[src/rtl/program_sequencer.sv]
// Program sequencer: drives the program memory address, resolves jumps and
// subroutine call/return through a small LIFO return stack.
module program_sequencer #(
   parameter int ADDR_W      = 8,
   parameter int STACK_DEPTH = 4
) (
   input  logic                         clk,
   input  logic                         reset_n,
   input  logic                         hold,
   input  logic                         jump,
   input  logic                         conditional_jump,
   input  logic                         call,
   input  logic                         ret,
   input  logic [3:0]                   jmp_nibble,
   input  logic                         r_eq_0,
   output logic [ADDR_W-1:0]            pm_addr,
   output logic                         sub_flag,
   output logic [$clog2(STACK_DEPTH):0] depth,
   output logic                         stack_ovf,
   output logic                         stack_unf
);

   localparam int PW = $clog2(STACK_DEPTH);
   localparam int DW = PW + 1;

   typedef enum logic [2:0] {
      ACT_HOLD,
      ACT_POP,
      ACT_UNF,
      ACT_PUSH,
      ACT_OVF,
      ACT_JUMP,
      ACT_INC
   } act_t;

   act_t              act;
   logic [ADDR_W-1:0] target;
   logic [ADDR_W-1:0] inc;
   logic [ADDR_W-1:0] top;
   logic [ADDR_W-1:0] pm_addr_nxt;
   logic [DW-1:0]     depth_nxt;
   logic              ovf_nxt;
   logic              unf_nxt;
   logic              full;
   logic              empty;
   logic [PW-1:0]     push_idx;
   logic [PW-1:0]     pop_idx;
   logic [ADDR_W-1:0] stack_mem [STACK_DEPTH];

   assign target   = {jmp_nibble, {(ADDR_W-4){1'b0}}};
   assign inc      = pm_addr + 1'b1;
   assign empty    = (depth == '0);
   assign full     = (depth == DW'(STACK_DEPTH));
   assign push_idx = depth[PW-1:0];
   assign pop_idx  = push_idx - 1'b1;
   assign top      = stack_mem[pop_idx];

   // Strict priority; the winning action alone produces side effects.
   always_comb begin
      act = ACT_INC;
      if (hold)
         act = ACT_HOLD;
      else if (ret)
         act = empty ? ACT_UNF : ACT_POP;
      else if (call)
         act = full ? ACT_OVF : ACT_PUSH;
      else if (jump || (conditional_jump && !r_eq_0))
         act = ACT_JUMP;
   end

   always_comb begin
      pm_addr_nxt = pm_addr;
      depth_nxt   = depth;
      ovf_nxt     = stack_ovf;
      unf_nxt     = stack_unf;
      case (act)
         ACT_HOLD: ;
         ACT_POP: begin
            pm_addr_nxt = top;
            depth_nxt   = depth - 1'b1;
         end
         ACT_UNF: begin
            pm_addr_nxt = inc;
            unf_nxt     = 1'b1;
         end
         ACT_PUSH: begin
            pm_addr_nxt = target;
            depth_nxt   = depth + 1'b1;
         end
         ACT_OVF: begin
            pm_addr_nxt = inc;
            ovf_nxt     = 1'b1;
         end
         ACT_JUMP: pm_addr_nxt = target;
         ACT_INC:  pm_addr_nxt = inc;
         default:  ;
      endcase
   end

   // sub_flag tracks the next depth so the bank switch lands with the new address.
   always_ff @(posedge clk or negedge reset_n) begin
      if (!reset_n) begin
         pm_addr   <= '0;
         depth     <= '0;
         sub_flag  <= 1'b0;
         stack_ovf <= 1'b0;
         stack_unf <= 1'b0;
      end else begin
         pm_addr   <= pm_addr_nxt;
         depth     <= depth_nxt;
         sub_flag  <= (depth_nxt != '0);
         stack_ovf <= ovf_nxt;
         stack_unf <= unf_nxt;
      end
   end

   always_ff @(posedge clk) begin
      if (act == ACT_PUSH)
         stack_mem[push_idx] <= inc;
   end

endmodule

[config.mk]
export PLATFORM = sky130hd
export DESIGN_NAME = program_sequencer
export DESIGN_NICKNAME = d
export VERILOG_FILES = /design/src/rtl/program_sequencer.sv
export SDC_FILE = /design/constraint.sdc
export NUM_CORES = 1
export LEC_CHECK = 0
export BUFFER_PORTS_ARGS = -buffer_cell sky130_fd_sc_hd__buf_2
export CELL_PAD_IN_SITES_DETAIL_PLACEMENT = 1
export CELL_PAD_IN_SITES_GLOBAL_PLACEMENT = 1
export CORE_MARGIN = 3
export CORE_UTILIZATION = 31
export DETAILED_ROUTE_END_ITERATION = 10
export GPL_TIMING_DRIVEN = 0
export HOLD_SLACK_MARGIN = 0.03
export PLACE_DENSITY = 0.61
export SLEW_MARGIN = 30
export SYNTH_ARGS = -nofsm -noshare
export SYNTH_HDL_FRONTEND = slang
export SYNTH_SLANG_ARGS = --single-unit
[constraint.sdc]
create_clock -name clk -period 2.5 [get_ports clk]
set_input_delay 0.5 -clock clk [delete_from_list [all_inputs] [get_ports clk]]
set_output_delay 0.5 -clock clk [all_outputs]
set_load 0.02 [all_outputs]
Word level (Yosys, flattened, before mapping)
Memories as Yosys holds them, arrays and structs flattened.
Index checks and enable logic that the tools add are counted.
{"block": "op_classes", "addsub": 4, "eq_ne": 7, "n_mux": 10, "n_reduce_logical": 8}
{"operator": "8-bit case mux with 3 select lines", "count": 1}
{"operator": "3-bit equality test, second input constant", "count": 4}
{"operator": "3-bit two-way mux", "count": 4}
{"operator": "8-bit by 1-bit adder with 8-bit output, second input constant", "count": 1}
{"operator": "3-bit by 2-bit equality test with 1-bit output, second input constant", "count": 2}
{"operator": "3-bit case mux with 2 select lines", "count": 1}
{"operator": "3-bit nonzero test", "count": 2}
{"operator": "2-bit two-way mux", "count": 2}
{"operator": "3-bit by 1-bit adder with 3-bit output, second input constant", "count": 1}
{"operator": "3-bit by 1-bit equality test with 1-bit output, second input constant", "count": 1}
{"operator": "3-bit zero test", "count": 1}
{"operator": "3-bit OR reduction", "count": 1}
{"operator": "3-bit by 1-bit subtractor with 3-bit output, second input constant", "count": 1}
{"operator": "1-bit two-way mux", "count": 2}
{"operator": "2-bit OR reduction", "count": 1}
{"operator": "2-bit by 1-bit subtractor with 2-bit output, second input constant", "count": 1}
{"operator": "1-bit logical AND", "count": 1}
{"operator": "1-bit zero test", "count": 1}
{"operator": "1-bit logical OR", "count": 1}
{"block": "totals", "reg_bits": 14, "ramBits": 32, "out_inout_bits": 14, "mem_count": 1}
{"memory": "stack_mem", "words": 4, "width": 8, "read_ports": 1, "rd_ports_with_merged_regs": 0, "wr": 1, "line": "48", "rtl": "logic [ADDR_W-1:0] stack_mem [STACK_DEPTH];"}

Depth between registers and ports, before layout
{"block": "logic_depth", "word_depth": 10, "depth_mapped": 12, "mapped_depth_nobuf": 10}

Worst setup path after synthesis
OpenSTA, ideal clock, no wires.
{"block": "synth_path", "path_kind": "register -> register", "startpoint": "register depth[0]", "endpoint": "register sub_flag", "setup_ns": 0.124, "arrival_time_ns": 2.292, "required_ns": 2.376, "path_slack_ns": 0.084, "path_stages_with_launch": 13, "n_path_buf": 2, "period_less_slack_ns": 2.416, "cell_sequence": "dfrtp_1 > buf_6 > inv_1 > ha_1 > buf_2 > nand2_1 > nand2_1 > fa_1 > a21oi_1 > nor2_1 > a21oi_1 > a31oi_1 > o21bai_1"}
{"block": "synth_via", "elab_chain_cells": 8}
{"item": "start: declaration", "line": "18", "rtl": "output logic [$clog2(STACK_DEPTH):0] depth,"}
{"item": "start signal: assignment", "line": "110", "rtl": "depth <= depth_nxt;"}
{"item": "3-bit equality test", "line": "53", "rtl": "assign full = (depth == DW'(STACK_DEPTH));"}
{"item": "3-bit two-way mux", "line": "66", "rtl": "act = full ? ACT_OVF : ACT_PUSH;"}
{"item": "3-bit two-way mux", "line": "65", "rtl": "else if (call)"}
{"item": "3-bit two-way mux", "line": "63", "rtl": "else if (ret)"}
{"item": "3-bit two-way mux", "line": "61", "rtl": "if (hold)"}
{"item": "3-bit by 2-bit equality test with 1-bit output or 3-bit by 1-bit equality test with 1-bit output (tied branches)", "line": "76", "rtl": "case (act)"}
{"item": "3-bit case mux with 2 select lines (*)", "line": "76"}
{"item": "net depth_nxt[2]", "line": "41", "rtl": "logic [DW-1:0] depth_nxt;"}
{"item": "3-bit nonzero test (*)", "line": "111", "rtl": "sub_flag <= (depth_nxt != '0);"}
{"item": "end signal: assignment", "line": "111"}
{"item": "end: declaration", "line": "17", "rtl": "output logic sub_flag,"}
Mark *: on every way through the listed nets, which the timed path passes. The rest lies on a longest branch.
A chain may end at the register's enable or synchronous reset.

Worst setup path after layout
Same ends and word-level chain as after synthesis.

==> load_flow_metrics.sql <==
INSERT INTO impl_metrics (metric_group, metric, value, unit) VALUES
('run_status', 'outcome', 'complete, no violations', ''),
('setup_path', 'list_of_cells_traversed_by_the_critical_path', 'buf_12 -> inv_1 -> ha_1 -> buf_2 -> nand2_2 -> nand2_2 -> fa_2 -> mux2_2 -> a31oi_2 -> o21bai_1', ''),
('clocking', 'number_of_buffers_created_by_cts', '5', ''),
('clocking', 'cts.clk_slew.worst_paths', '0.08', 'ns'),
('logic_synthesis', 'synthTopCellsByArea', 'edfxtp_1, dfrtp_1, mux4_2', ''),
('setup_path', 'worstReg2RegStart', 'depth[0]', ''),
('clocking', 'clock_tree.buffer_depth', '2', ''),
('route', 'detail_route.wl_per_cell', '19.7', 'µm'),
('route', 'drc', '0', ''),
('place', 'routabilityCongestion', '0.840', ''),
('cells_and_area', 'layout-drive-gt1-share', '30.5', '%'),
('power_and_ir_drop', 'cellLeakagePower', '0.929', 'nW'),
('place', 'dpl_worst_slack', '-0.0936', 'ns'),
('timing', 'fin_skew', '0.00684', 'ns'),
('setup_path', 'ff2ff_path_depth', '10', ''),
('clocking', 'cts_root_buf', 'clkbuf_8', ''),
('setup_path', 'r2r_setup_slack', '0.20', 'ns'),
('place', 'port-buffer-count', '24', ''),
('cells_and_area', 'fillCellCount', '691', ''),
('cells_and_area', 'num_antenna_cells', '0', ''),
('logic_synthesis', 'number_of_synthesized_flops_with_an_enable_pin', '32', ''),
('setup_path', 'worst_ep_arrival_time', '2.52', 'ns'),
('timing', 'min_period', '2.30', 'ns'),
('timing', 'maxSlewHeadroom', '61.1', '%'),
('power_and_ir_drop', 'power.density', '1140', 'mW/mm²'),
('place', 'placed_cells_incl_taps', '240', ''),
('cells_and_area', 'post_layout_nets', '191', ''),
('timing', 'hold_viol', '0', ''),
('power_and_ir_drop', 'totalPowerFinal', '0.00279', 'W'),
('die', 'core_region_area', '0.00646', 'mm²'),
('timing', 'setup_viol', '0', ''),
('run', 'maxCapViolCount', '0', ''),
('clocking', 'clk_lat_worst_skew', '0.30', 'ns'),
('cells_and_area', 'postLayoutCoreUtil', '37.9', '%'),
('route', 'number_of_detailed_route_iterations_in_the_first_pass', '5', ''),
('logic_synthesis', 'ys_seq_area_share', '62.5', '%'),
('die', 'die_x', '88.3', 'µm'),
('timing', 'worst_pin_slew', '0.583', 'ns'),
('setup_path', 'worstSetupPathType', 'register to register', ''),
('setup_path', 'worst_path_largest_cell_delay', '0.44', 'ns'),
('cells_and_area', 'final-instance-count-excl-fill', '251', ''),
('timing', 'final-max-slew-violation-count', '0', ''),
('logic_synthesis', 'syn_avg_cell_area', '15.1', 'µm²'),
('clocking', 'cts_tree', 'done', ''),
('setup_path', 'critPathMostFrequentCell', 'nand2_2', ''),
('route', 'ant_nets', '0', ''),
('logic_synthesis', 'syn_nets', '157', ''),
('logic_synthesis', 'netlist_area', '0.00210', 'mm²'),
('global_route', 'global_route_wire_length_before_repair', '7.89', 'mm'),
('logic_synthesis', 'number_of_storage_elements_in_the_synthesis_netlist', '46', ''),
('setup_path', 'crit_slowest_cell', 'fa_2', ''),
('place', 'place.detailed.hpwl', '3.48', 'mm'),
('global_route', 'grt_max_degree', '15', ''),
('power_and_ir_drop', 'power.ir.vdd_worst', '0.000554', 'V'),
('die', 'die-height', '88.3', 'µm'),
('global_route', 'grt_use_total', '13.9', '%'),
('route', 'initialDrtViolationCount', '110', ''),
('route', 'vias_per_cell', '5.46', ''),
('clocking', 'clock_tree.htree_level_count', '2', ''),
('global_route', 'antenna_found_initial', '0', ''),
('clocking', 'tritoncts_num_sinks', '46', ''),
('route', 'vias', '1370', ''),
('timing', 'maximum_operating_frequency', '435', 'MHz'),
('logic_synthesis', 'yosysUniqueCellTypes', '38', ''),
('cells_and_area', 'area_growth_syn_to_layout', '16.5', '%'),
('logic_synthesis', 'yosys_most_used_dff', 'edfxtp_1', ''),
('setup_path', 'start_kind', 'register', ''),
('global_route', 'overflow', '0', ''),
('timing', 'rsz0062_at_grt', 'no', ''),
('timing', 'final_critical_path_setup_slack', '0.202', 'ns'),
('logic_synthesis', 'synth-async-reset-ratio', '30.4', '%');
-- cells in the mapped netlist (2+ instances only) --
master	number
and3_1	7
o21bai_1	2
inv_1	8
a32oi_1	2
mux2_2	2
o21ai_0	2
a221oi_1	5
edfxtp_1	32
nor2_1	3
a21oi_1	6
dfrtp_1	14
mux4_2	5
nand2_1	6
nand3_1	7
mux4_1	3
xnor2_1	6
ha_1	5
buf_2	2
a2bb2oi_1	3
-- final cells by class --
class | count | area, µm² | share of cell area (%)
sequential | 46 | 1310 | 53.7
multi-input combinational | 80 | 747 | 30.5
timing repair buffer | 27 | 143 | 5.83
tap | 77 | 96.3 | 3.94
clock buffer | 7 | 76.3 | 3.12
buffer | 5 | 37.5 | 1.53
inverter | 8 | 30.0 | 1.23
clock inverter | 1 | 3.75 | 0.153
-- layout by cell type (no fill, tap or decap), drive strengths merged --
master,count
nand2b,1
inv,8
a21boi,1
a221oi,5
a31oi,1
a32oi,2
nand3,7
nor2b,1
nor3,1
edfxtp,32
xnor2,6
xor2,1
a31o,1
mux2,2
o31ai,1
buf,31
a21o,1
nand2,6
a22oi,1
fa,1
a222oi,1
o21ai,3
and3,7
o22ai,1
clkinv,1
a21oi,6
dfrtp,14
nor2,3
o21bai,2
mux4,8
ha,5
nor3b,2
clkbuf,8
a2bb2oi,3
-- state kept, by name (all words and copies together), names as in the netlist --
signal and flops:
stack_unf 1, sub_flag 1, stack_ovf 1, depth 3, pm_addr 8, stack_mem 32
-- per-layer routing --
| metal | part of all wire, % | routed length (µm) | GRT usage, % |
|---|---|---|---|
| met1 | 46 | 2260 | 18.5 |
| met2 | 49 | 2450 | 23.0 |
| met3 | 3.9 | 192 | 3.54 |
| met4 | 0.89 | 44 | 3.30 |
| met5 | 0 | 0 | 0 |
-- stage by stage --
stage / area [µm²] / setup TNS (ns) / hold WS [ns]
6_report: 2450 / 0 / 0.106
3_3_place_gp: 2320 / -0.0537 / 0.433
2_1_floorplan: 2100 / 0 / 0.204
3_5_place_dp: 2320 / -0.141 / 0.437
5_1_grt: 2450 / 0 / 0.122
4_1_cts: 2410 / 0 / 0.113
-- power by group --
group | switching [W] | total (W) | internal (W)
combinational | 0.000668 | 0.00118 | 0.000510
clock | 0.000240 | 0.000435 | 0.000195
sequential | 0.000144 | 0.00118 | 0.00104
total | 0.00105 | 0.00279 | 0.00174
-- logic make-up after synthesis --
kind of cell	after synthesis	share of synthesized area, %
compound gates	29	10.5
xor+xnor	7	2.92
fa+ha+maj	6	3.93
buf+inv	13	2.80
flops	46	62.5
mux	10	10.2
simple gates	28	7.15
-- worst max-delay path, delay by kind of cell (launching register included) --
kind                     cells  cell delay [ns]
AO/OA/AOI/OAI                2             0.33
adder cells (fa/ha/maj)      2             0.64
buffers and inverters        3             0.35
flip-flops                   1             0.40
multiplexers                 1             0.29
AND/OR/NAND/NOR              2             0.21
-- timing repair --
item	in CTS	in global routing
setup buffers	1	2
gates cloned	0	0
pin swaps	0	2
gates resized for setup	2	6
hold buffers	0	0
endpoints found under the setup margin	4	3
-- worst max path at each step --
stage,from,endpoint,slack [ns],depth (start not counted)
global placement,depth[0],sub_flag,-0.05,10
global route,depth[1],sub_flag,0.04,11
detailed placement,depth[0],sub_flag,-0.09,12
floorplan,depth[0],sub_flag,0.08,12
CTS,depth[0],sub_flag,0.03,10
finish,depth[0],sub_flag,0.20,10
Note: power is estimated with default switching activity, not from simulation.
